## src/rtl/ram_port_arbiter.sv

```systemverilog
// Arbitrates the byte-wide main RAM port between misc, fdd and cpu requesters,
// issuing one strobe per granted ce slot and returning ack/data after the access.
module ram_port_arbiter #(
    parameter int AW         = 25,
    parameter int RD_LAT     = 2,
    parameter int STARVE_MAX = 4
) (
    input  logic          clk_sys,
    input  logic          reset,
    input  logic          ce,

    input  logic          misc_req,
    input  logic          misc_we,
    input  logic [AW-1:0] misc_addr,
    input  logic [7:0]    misc_din,
    output logic          misc_ack,
    output logic [7:0]    misc_dout,

    input  logic          fdd_req,
    input  logic          fdd_we,
    input  logic [AW-1:0] fdd_addr,
    input  logic [7:0]    fdd_din,
    output logic          fdd_ack,
    output logic [7:0]    fdd_dout,

    input  logic          cpu_req,
    input  logic          cpu_we,
    input  logic [AW-1:0] cpu_addr,
    input  logic [7:0]    cpu_din,
    output logic          cpu_ack,
    output logic [7:0]    cpu_dout,

    output logic [AW-1:0] mem_addr,
    output logic [7:0]    mem_din,
    output logic          mem_we,
    output logic          mem_rd,
    input  logic [7:0]    mem_dout,
    output logic          busy
);

    localparam int SW = ($clog2(STARVE_MAX + 1) > 3) ? $clog2(STARVE_MAX + 1) : 3;
    localparam logic [SW-1:0] STARVE_TOP = SW'(STARVE_MAX);
    localparam logic [2:0]    RD_CNT     = 3'(RD_LAT);

    typedef enum logic {S_IDLE, S_ACCESS} state_t;
    typedef enum logic [1:0] {G_MISC = 2'd0, G_FDD = 2'd1, G_CPU = 2'd2} grant_t;

    state_t          state_q, state_d;
    grant_t          gnt_q, gnt_d, sel;
    logic            we_q, we_d;
    logic [2:0]      cnt_q, cnt_d;
    logic [SW-1:0]   starve_q, starve_d;
    logic [AW-1:0]   mem_addr_q, mem_addr_d;
    logic [7:0]      mem_din_q, mem_din_d;
    logic            mem_we_q, mem_we_d;
    logic            mem_rd_q, mem_rd_d;
    logic [7:0]      misc_dout_q, misc_dout_d;
    logic [7:0]      fdd_dout_q, fdd_dout_d;
    logic [7:0]      cpu_dout_q, cpu_dout_d;

    logic            sel_we;
    logic [AW-1:0]   sel_addr;
    logic [7:0]      sel_din;
    logic            grant;
    logic            done;
    logic            rd_done;

    // A starved cpu overrides the fixed misc > fdd > cpu order.
    always_comb begin
        sel      = G_MISC;
        sel_we   = misc_we;
        sel_addr = misc_addr;
        sel_din  = misc_din;
        if (cpu_req && (starve_q == STARVE_TOP)) begin
            sel      = G_CPU;
            sel_we   = cpu_we;
            sel_addr = cpu_addr;
            sel_din  = cpu_din;
        end else if (misc_req) begin
            sel      = G_MISC;
        end else if (fdd_req) begin
            sel      = G_FDD;
            sel_we   = fdd_we;
            sel_addr = fdd_addr;
            sel_din  = fdd_din;
        end else begin
            sel      = G_CPU;
            sel_we   = cpu_we;
            sel_addr = cpu_addr;
            sel_din  = cpu_din;
        end
    end

    assign grant = (state_q == S_IDLE) && ce && (misc_req || fdd_req || cpu_req);
    assign done  = (state_q == S_ACCESS) && (cnt_q == 3'd0);

    always_ff @(posedge clk_sys) begin
        if (reset) begin
            state_q     <= S_IDLE;
            gnt_q       <= G_MISC;
            we_q        <= 1'b0;
            cnt_q       <= 3'd0;
            starve_q    <= '0;
            mem_addr_q  <= '0;
            mem_din_q   <= 8'd0;
            mem_we_q    <= 1'b0;
            mem_rd_q    <= 1'b0;
            misc_dout_q <= 8'd0;
            fdd_dout_q  <= 8'd0;
            cpu_dout_q  <= 8'd0;
        end else begin
            state_q     <= state_d;
            gnt_q       <= gnt_d;
            we_q        <= we_d;
            cnt_q       <= cnt_d;
            starve_q    <= starve_d;
            mem_addr_q  <= mem_addr_d;
            mem_din_q   <= mem_din_d;
            mem_we_q    <= mem_we_d;
            mem_rd_q    <= mem_rd_d;
            misc_dout_q <= misc_dout_d;
            fdd_dout_q  <= fdd_dout_d;
            cpu_dout_q  <= cpu_dout_d;
        end
    end

    // Writes finish one cycle after the strobe; reads wait out RD_LAT.
    always_comb begin
        state_d     = state_q;
        gnt_d       = gnt_q;
        we_d        = we_q;
        cnt_d       = cnt_q;
        starve_d    = starve_q;
        mem_addr_d  = mem_addr_q;
        mem_din_d   = mem_din_q;
        mem_we_d    = 1'b0;
        mem_rd_d    = 1'b0;
        misc_dout_d = misc_dout_q;
        fdd_dout_d  = fdd_dout_q;
        cpu_dout_d  = cpu_dout_q;
        case (state_q)
            S_IDLE: begin
                if (grant) begin
                    state_d    = S_ACCESS;
                    gnt_d      = sel;
                    we_d       = sel_we;
                    mem_addr_d = sel_addr;
                    mem_din_d  = sel_din;
                    mem_we_d   = sel_we;
                    mem_rd_d   = ~sel_we;
                    cnt_d      = sel_we ? 3'd1 : RD_CNT;
                end
            end
            S_ACCESS: begin
                if (done) begin
                    state_d = S_IDLE;
                    if (!we_q) begin
                        case (gnt_q)
                            G_MISC:  misc_dout_d = mem_dout;
                            G_FDD:   fdd_dout_d  = mem_dout;
                            default: cpu_dout_d  = mem_dout;
                        endcase
                    end
                end else begin
                    cnt_d = cnt_q - 3'd1;
                end
            end
            default: state_d = S_IDLE;
        endcase
        if (!cpu_req) begin
            starve_d = '0;
        end else if (grant) begin
            if (sel == G_CPU) begin
                starve_d = '0;
            end else if (starve_q != STARVE_TOP) begin
                starve_d = starve_q + SW'(1);
            end
        end
    end

    // Read data is forwarded straight from the RAM during the ack cycle.
    always_comb begin
        rd_done   = done && !we_q;
        busy      = (state_q != S_IDLE);
        misc_ack  = done && (gnt_q == G_MISC);
        fdd_ack   = done && (gnt_q == G_FDD);
        cpu_ack   = done && (gnt_q == G_CPU);
        misc_dout = (rd_done && (gnt_q == G_MISC)) ? mem_dout : misc_dout_q;
        fdd_dout  = (rd_done && (gnt_q == G_FDD))  ? mem_dout : fdd_dout_q;
        cpu_dout  = (rd_done && (gnt_q == G_CPU))  ? mem_dout : cpu_dout_q;
        mem_addr  = mem_addr_q;
        mem_din   = mem_din_q;
        mem_we    = mem_we_q;
        mem_rd    = mem_rd_q;
    end

endmodule

```

## config.mk

```make
export PLATFORM = sky130hd
export DESIGN_NAME = ram_port_arbiter
export DESIGN_NICKNAME = d
export VERILOG_FILES = /design/src/rtl/ram_port_arbiter.sv
export SDC_FILE = /design/constraint.sdc
export NUM_CORES = 1
export LEC_CHECK = 0
export CORE_MARGIN = 4
export CORE_UTILIZATION = 37
export CTS_CLUSTER_DIAMETER = 150
export CTS_CLUSTER_SIZE = 14
export DETAILED_ROUTE_END_ITERATION = 6
export HOLD_SLACK_MARGIN = 0.12
export MAX_ROUTING_LAYER = met4
export PLACE_DENSITY = 0.79
export SYNTH_ARGS = -nofsm -noshare
export SYNTH_HDL_FRONTEND = slang
export SYNTH_SLANG_ARGS = --single-unit
```

## constraint.sdc

```tcl
create_clock -name clk_sys -period 2.05 [get_ports clk_sys]
set_clock_uncertainty 0.05 [all_clocks]
set_input_delay 0.41 -clock clk_sys [delete_from_list [all_inputs] [get_ports clk_sys]]
set_output_delay 0.41 -clock clk_sys [all_outputs]
set_load 0.01 [all_outputs]
```

; ---- After elaboration in Yosys (flattened, before gate mapping)
; Cells that the tools add are included.
[totals]
register_bits = 69
in_bits = 116
elab_cells = 77
[classes]
n_mux = 24
bitwise = 6
eq_ne = 7
addsub = 2
reduce_logical = 26
[op_table]
columns = operator, count
row1 = 2-to-1 mux 25 bit, 3
row2 = 2-to-1 mux 8 bit, 6
row3 = 2-to-1 mux 3 bit, 4
row4 = AND reduction 4 bit, 3
row5 = logical AND 1 bit, 11
row6 = 2-to-1 mux 2 bit, 4
row7 = inverter 1 bit, 6
row8 = one-hot mux 3 bit (2 select lines), 1
row9 = AND reduction 2 bit, 3
row10 = 2-to-1 mux 1 bit, 5
row11 = equality test 2 bit (second input constant), 2
row12 = inequality test 2 bit (second input constant), 2
row13 = OR reduction 2 bit, 2
row14 = adder 3 x 1 -> 3 bit (second input constant), 1
row15 = equality test 3 bit (second input constant), 1
row16 = zero test 3 bit, 1
row17 = inequality test 3 bit (second input constant), 1
row18 = OR reduction 3 bit, 1
row19 = subtractor 3 x 1 -> 3 bit (second input constant), 1
row20 = equality test 2 x 1 -> 1 bit (second input constant), 1
row21 = zero test 2 bit, 1
row22 = logical OR 1 bit, 2
row23 = one-hot mux 1 bit (2 select lines), 1
row24 = nonzero test 2 bit, 1
row25 = zero test 1 bit, 1

; ---- Longest topological paths before layout
[depth]
ltp_word = 6
mapped_depth = 8
mapped_depth_nobuf = 7

; ---- Least setup slack after synthesis
; Ideal clock, no wire load.
[synth_path]
path_type = register -> output
startpoint = register cnt_q[0]
endpoint = output port fdd_dout[7]
required_ns = 1.590
n_path_buf = 1
arrival_time_ns = 1.731
path_slack_ns = -0.141
stages_incl_launch_ff = 8
path_cell_list = dfxtp_1 > inv_1 > ha_1 > ha_1 > nand2_2 > or4b_1 > buf_6 > mux2_4
[synth_between]
elab_chain_cells = 5
[synth_rtl]
columns = element, line
row1 = start: declaration, 51  ; logic [2:0] cnt_q, cnt_d;
row2 = start signal: assignment, 115  ; cnt_q <= cnt_d;
row3 = zero test 3 bit, 95  ; assign done = (state_q == S_ACCESS) && (cnt_q == 3'd0);
row4 = logical AND 1 bit, 95
row5 = logical AND 1 bit, 183  ; rd_done = done && !we_q;
row6 = logical AND 1 bit, 189  ; fdd_dout = (rd_done && (gnt_q == G_FDD)) ? mem_dout : fdd_dout_q;
row7 = 2-to-1 mux 8 bit, 189
row8 = end: declaration, 24  ; output logic [7:0] fdd_dout,
; Every way passes these cells.

; ---- Worst setup path after layout
[layout_path]
startpoint = register cnt_q[1]
endpoint = output port fdd_dout[4]
; Same word-level chain as after synthesis.

==> flow_summary.json <==
{
  "htreeDepth": 3,
  "cts.sinks": 69,
  "synthArstFlopShare_pct": 0,
  "utilization_pct": 66.4,
  "synth.area.top_cells": "dfxtp_1 37%, o221ai_1 7.8%, o2bb2ai_1 7.8%",
  "seq_area_frac_synth_pct": 37.1,
  "slew_viol_final": 0,
  "initial_utilization_pct": 38.1,
  "first_iter_violations": 187,
  "violations": "negative setup slack",
  "hpwl_microns": 9330,
  "netSwitchingPower_mw": 1.04,
  "io_buffers": 178,
  "grt_remaining_overflow": 0,
  "worst_pin_slew_ps": 591,
  "synth_compound_area_share_pct": 25.5,
  "end_kind": "output port",
  "nNetsFinal": 754,
  "clkPwrFrac_pct": 37.8,
  "grt_first_pass_wirelength_microns": 21000,
  "worst-setup-path-type": "reg2out",
  "hold_viol": 0,
  "vias_per_cell": 5.29,
  "syn-cell-area_sq_um": 3730,
  "synth_warnings": 0,
  "fmax_mhz": 377,
  "setup_viol": 26,
  "synth-edff-count": 0,
  "path_max_fanout": 8,
  "synth.area.mux_share_pct": 8.06,
  "cp.required_ps": 1590,
  "fin_ws_ps": -602,
  "synth_common_cells": "69 x dfxtp_1, 42 x nor2_1, 41 x inv_1, 34 x a31oi_1",
  "antenna_found_initial": 0,
  "die_h_microns": 108,
  "max_cap_viol_count": 0,
  "synth-simple-area-share_pct": 19.5,
  "globalplace.congestion": 0.826,
  "synth-main-ff-cell": "dfxtp_1",
  "track_usage_pct": 23.1,
  "dpl_worst_slack_ps": -606,
  "dr_total_vias": 4083,
  "crit_arrival_ps": 2190,
  "cp-start-kind": "register",
  "die_x_microns": 108,
  "outcome": "finished with violations",
  "hold_start": "mem_addr[10]$_SDFFE_PP0P_",
  "syn-instance-count": 432,
  "grt_pass1_vias": 4246,
  "r2r_end": "fdd_dout_q[4]$_SDFFE_PP0P_",
  "internal_power_mw": 2.98,
  "p_leak_nw": 2.62,
  "synth_top_family_by_area": "compound AO/OA/AOI/OAI gates",
  "netSwitchingFraction_pct": 25.9,
  "clock_path_buffers": 2,
  "cts_tree": "yes",
  "ioPinCount": 179,
  "yosysTopAreaCellShare_pct": 37.1,
  "synth_nets": 552,
  "r2r_slack_ps": -100,
  "synth_cell_type_count": 42,
  "holdPathStages": 1,
  "hold_path_end": "mem_addr[10]$_SDFFE_PP0P_",
  "crit-reg2reg-launch": "cnt_q[1]$_SDFFE_PP0P_",
  "rows": 36,
  "drtAntennaViolNets": 0,
  "firstDrtPassIters": 5,
  "core-area_sq_um": 9770,
  "p_comb_share_pct": 25.7,
  "ff2ff_path_depth": 9,
  "finalCritPeriodShare_pct": 129,
  "synth.most_common_cell": "dfxtp_1",
  "path_clk_slew_ps": 80,
  "yosysTopAreaCell": "dfxtp_1",
  "syn_avg_cell_area_sq_um": 8.63,
  "worstHoldPathType": "reg2reg",
  "seqPwrFrac_pct": 36.5,
  "placed_cell_area_sq_um": 5900,
  "fp.dieArea_sq_um": 11700,
  "total_power_mw": 4.03,
  "period_needed_ps": 2650,
  "rsz0062_at_grt": "true",
  "drive_gt1_share_pct": 23.2,
  "maxSlewHeadroom_pct": 60.6,
  "power_density_nw_per_um2": 621,
  "areaGrowthSynthToFinish_pct": 74.1,
  "drc": 0,
  "cts_root_buffer": "clkbuf_8",
  "cts_buffers": 9,
  "grt_max_degree": 61,
  "insertion_delay_ps": 350,
  "yosys.area_share.xor_xnor_pct": 0.235,
  "finalInstanceArea_sq_um": 6490,
  "n_antenna_cell": 0,
  "synth-adder-area-share_pct": 1.34,
  "synth.ff_latch_count": 69,
  "wl_per_cell_microns": 17.2,
  "peakVddDrop_v": 0.000471,
  "wirelength_microns": 13300
}
==> per-layer routing <==
| metal | part of all wire (%) | vias up | track usage [%] |
|---|---|---|---|
| met5 | 0 | - | - |
| met4 | 1.3 | 0 | 7.75 |
| met3 | 7.5 | 16 | 5.19 |
| met2 | 52 | 162 | 40.0 |
| met1 | 39 | 1912 | 26.5 |
| li1 | - | 1993 | - |
==> registers in the layout (all words and copies together) (netlist names) <==
| register | cells |
|---|---|
| mem_din | 8 |
| starve_q | 3 |
| mem_we | 1 |
| misc_dout_q | 8 |
| we_q | 1 |
| gnt_q | 2 |
| cpu_dout_q | 8 |
| mem_addr | 25 |
| mem_rd | 1 |
| busy | 1 |
| cnt_q | 3 |
| fdd_dout_q | 8 |
==> power by group through the flow <==
stage / Clock [mW] / Sequential [mW] / Combinational (mW)
6_report: 1.52 / 1.47 / 1.03
5_1_grt: 1.60 / 1.48 / 1.11
4_1_cts: 1.54 / 1.47 / 1.03
3_5_place_dp: 0 / 1.50 / 0.939
3_3_place_gp: 0 / 1.50 / 0.921
2_1_floorplan: 0 / 1.52 / 0.356
==> area by class of cell <==
type	count	area [sq um]
clock buffer	9	124
clock inverter	7	145
fill	773	3290
inverter	41	154
multi-input combinational	283	2210
sequential	69	1380
tap	133	166
timing repair buffer	230	2310
==> timing repair <==
action,in CTS,in global routing
hold buffers,0,0
buffers inserted,17,4
resized for setup,170,25
endpoints found under the setup margin,31,36
pin swaps,7,6
==> critical path: stages (launching register included) <==
cell	delay, ps
dfxtp_2	330
inv_2	60
ha_4	130
ha_4	150
nand2_4	60
or4b_4	500
buf_12	170
mux2_4	310
buf_6	120
==> how the worst max path moves through the flow <==
stage	depth (start not counted)	slack [ps]	to	from
floorplan	7	-110	fdd_dout[7]	cnt_q[1]$_SDFFE_PP0P_
global placement	8	-580	fdd_dout[7]	cnt_q[1]$_SDFFE_PP0P_
detailed placement	8	-610	fdd_dout[6]	cnt_q[1]$_SDFFE_PP0P_
CTS	10	-600	misc_dout[4]	cnt_q[0]$_SDFFE_PP0P_
global route	8	-660	fdd_dout[5]	cnt_q[1]$_SDFFE_PP0P_
finish	8	-600	fdd_dout[4]	cnt_q[1]$_SDFFE_PP0P_
==> logic make-up after synthesis <==
family / count (synthesis)
xor gates and xnor gates: 1
adders and majority gates: 4
AOI/OAI and AO/OA: 125
DFF: 69
buffers and inverters: 80
muxes: 24
and+or+nand+nor: 129
==> through the flow <==
stage,setup TNS [ps],cells,hold WS [ps]
after floorplan,-834,432,378
after global placement,-11090,743,393
after detailed placement,-12390,743,395
after CTS,-14180,776,412
after global routing,-15290,772,437
final,-12850,772,415
==> placed cells by master, fill, tap and decap left out, types with 3 or more instances in the layout <==
| cell type | netlist | routed |
|---|---|---|
| and2_1 | 15 | 9 |
| bufinv_16 | 0 | 4 |
| and2_4 | 1 | 7 |
| inv_1 | 41 | 39 |
| clkdlybuf4s50_1 | 0 | 149 |
| nand3b_1 | 33 | 33 |
| o221ai_1 | 33 | 33 |
| buf_2 | 3 | 3 |
| clkbuf_8 | 0 | 9 |
| buf_12 | 0 | 5 |
| nor2_1 | 42 | 40 |
| dfxtp_1 | 69 | 67 |
| o21ai_0 | 3 | 3 |
| nand2_1 | 19 | 19 |
| buf_6 | 1 | 41 |
| a31oi_1 | 34 | 34 |
| o2bb2ai_1 | 33 | 33 |
| a21oi_1 | 12 | 12 |
| buf_4 | 0 | 32 |
| mux2_4 | 8 | 24 |
Note: power is estimated with default switching activity, not from simulation.
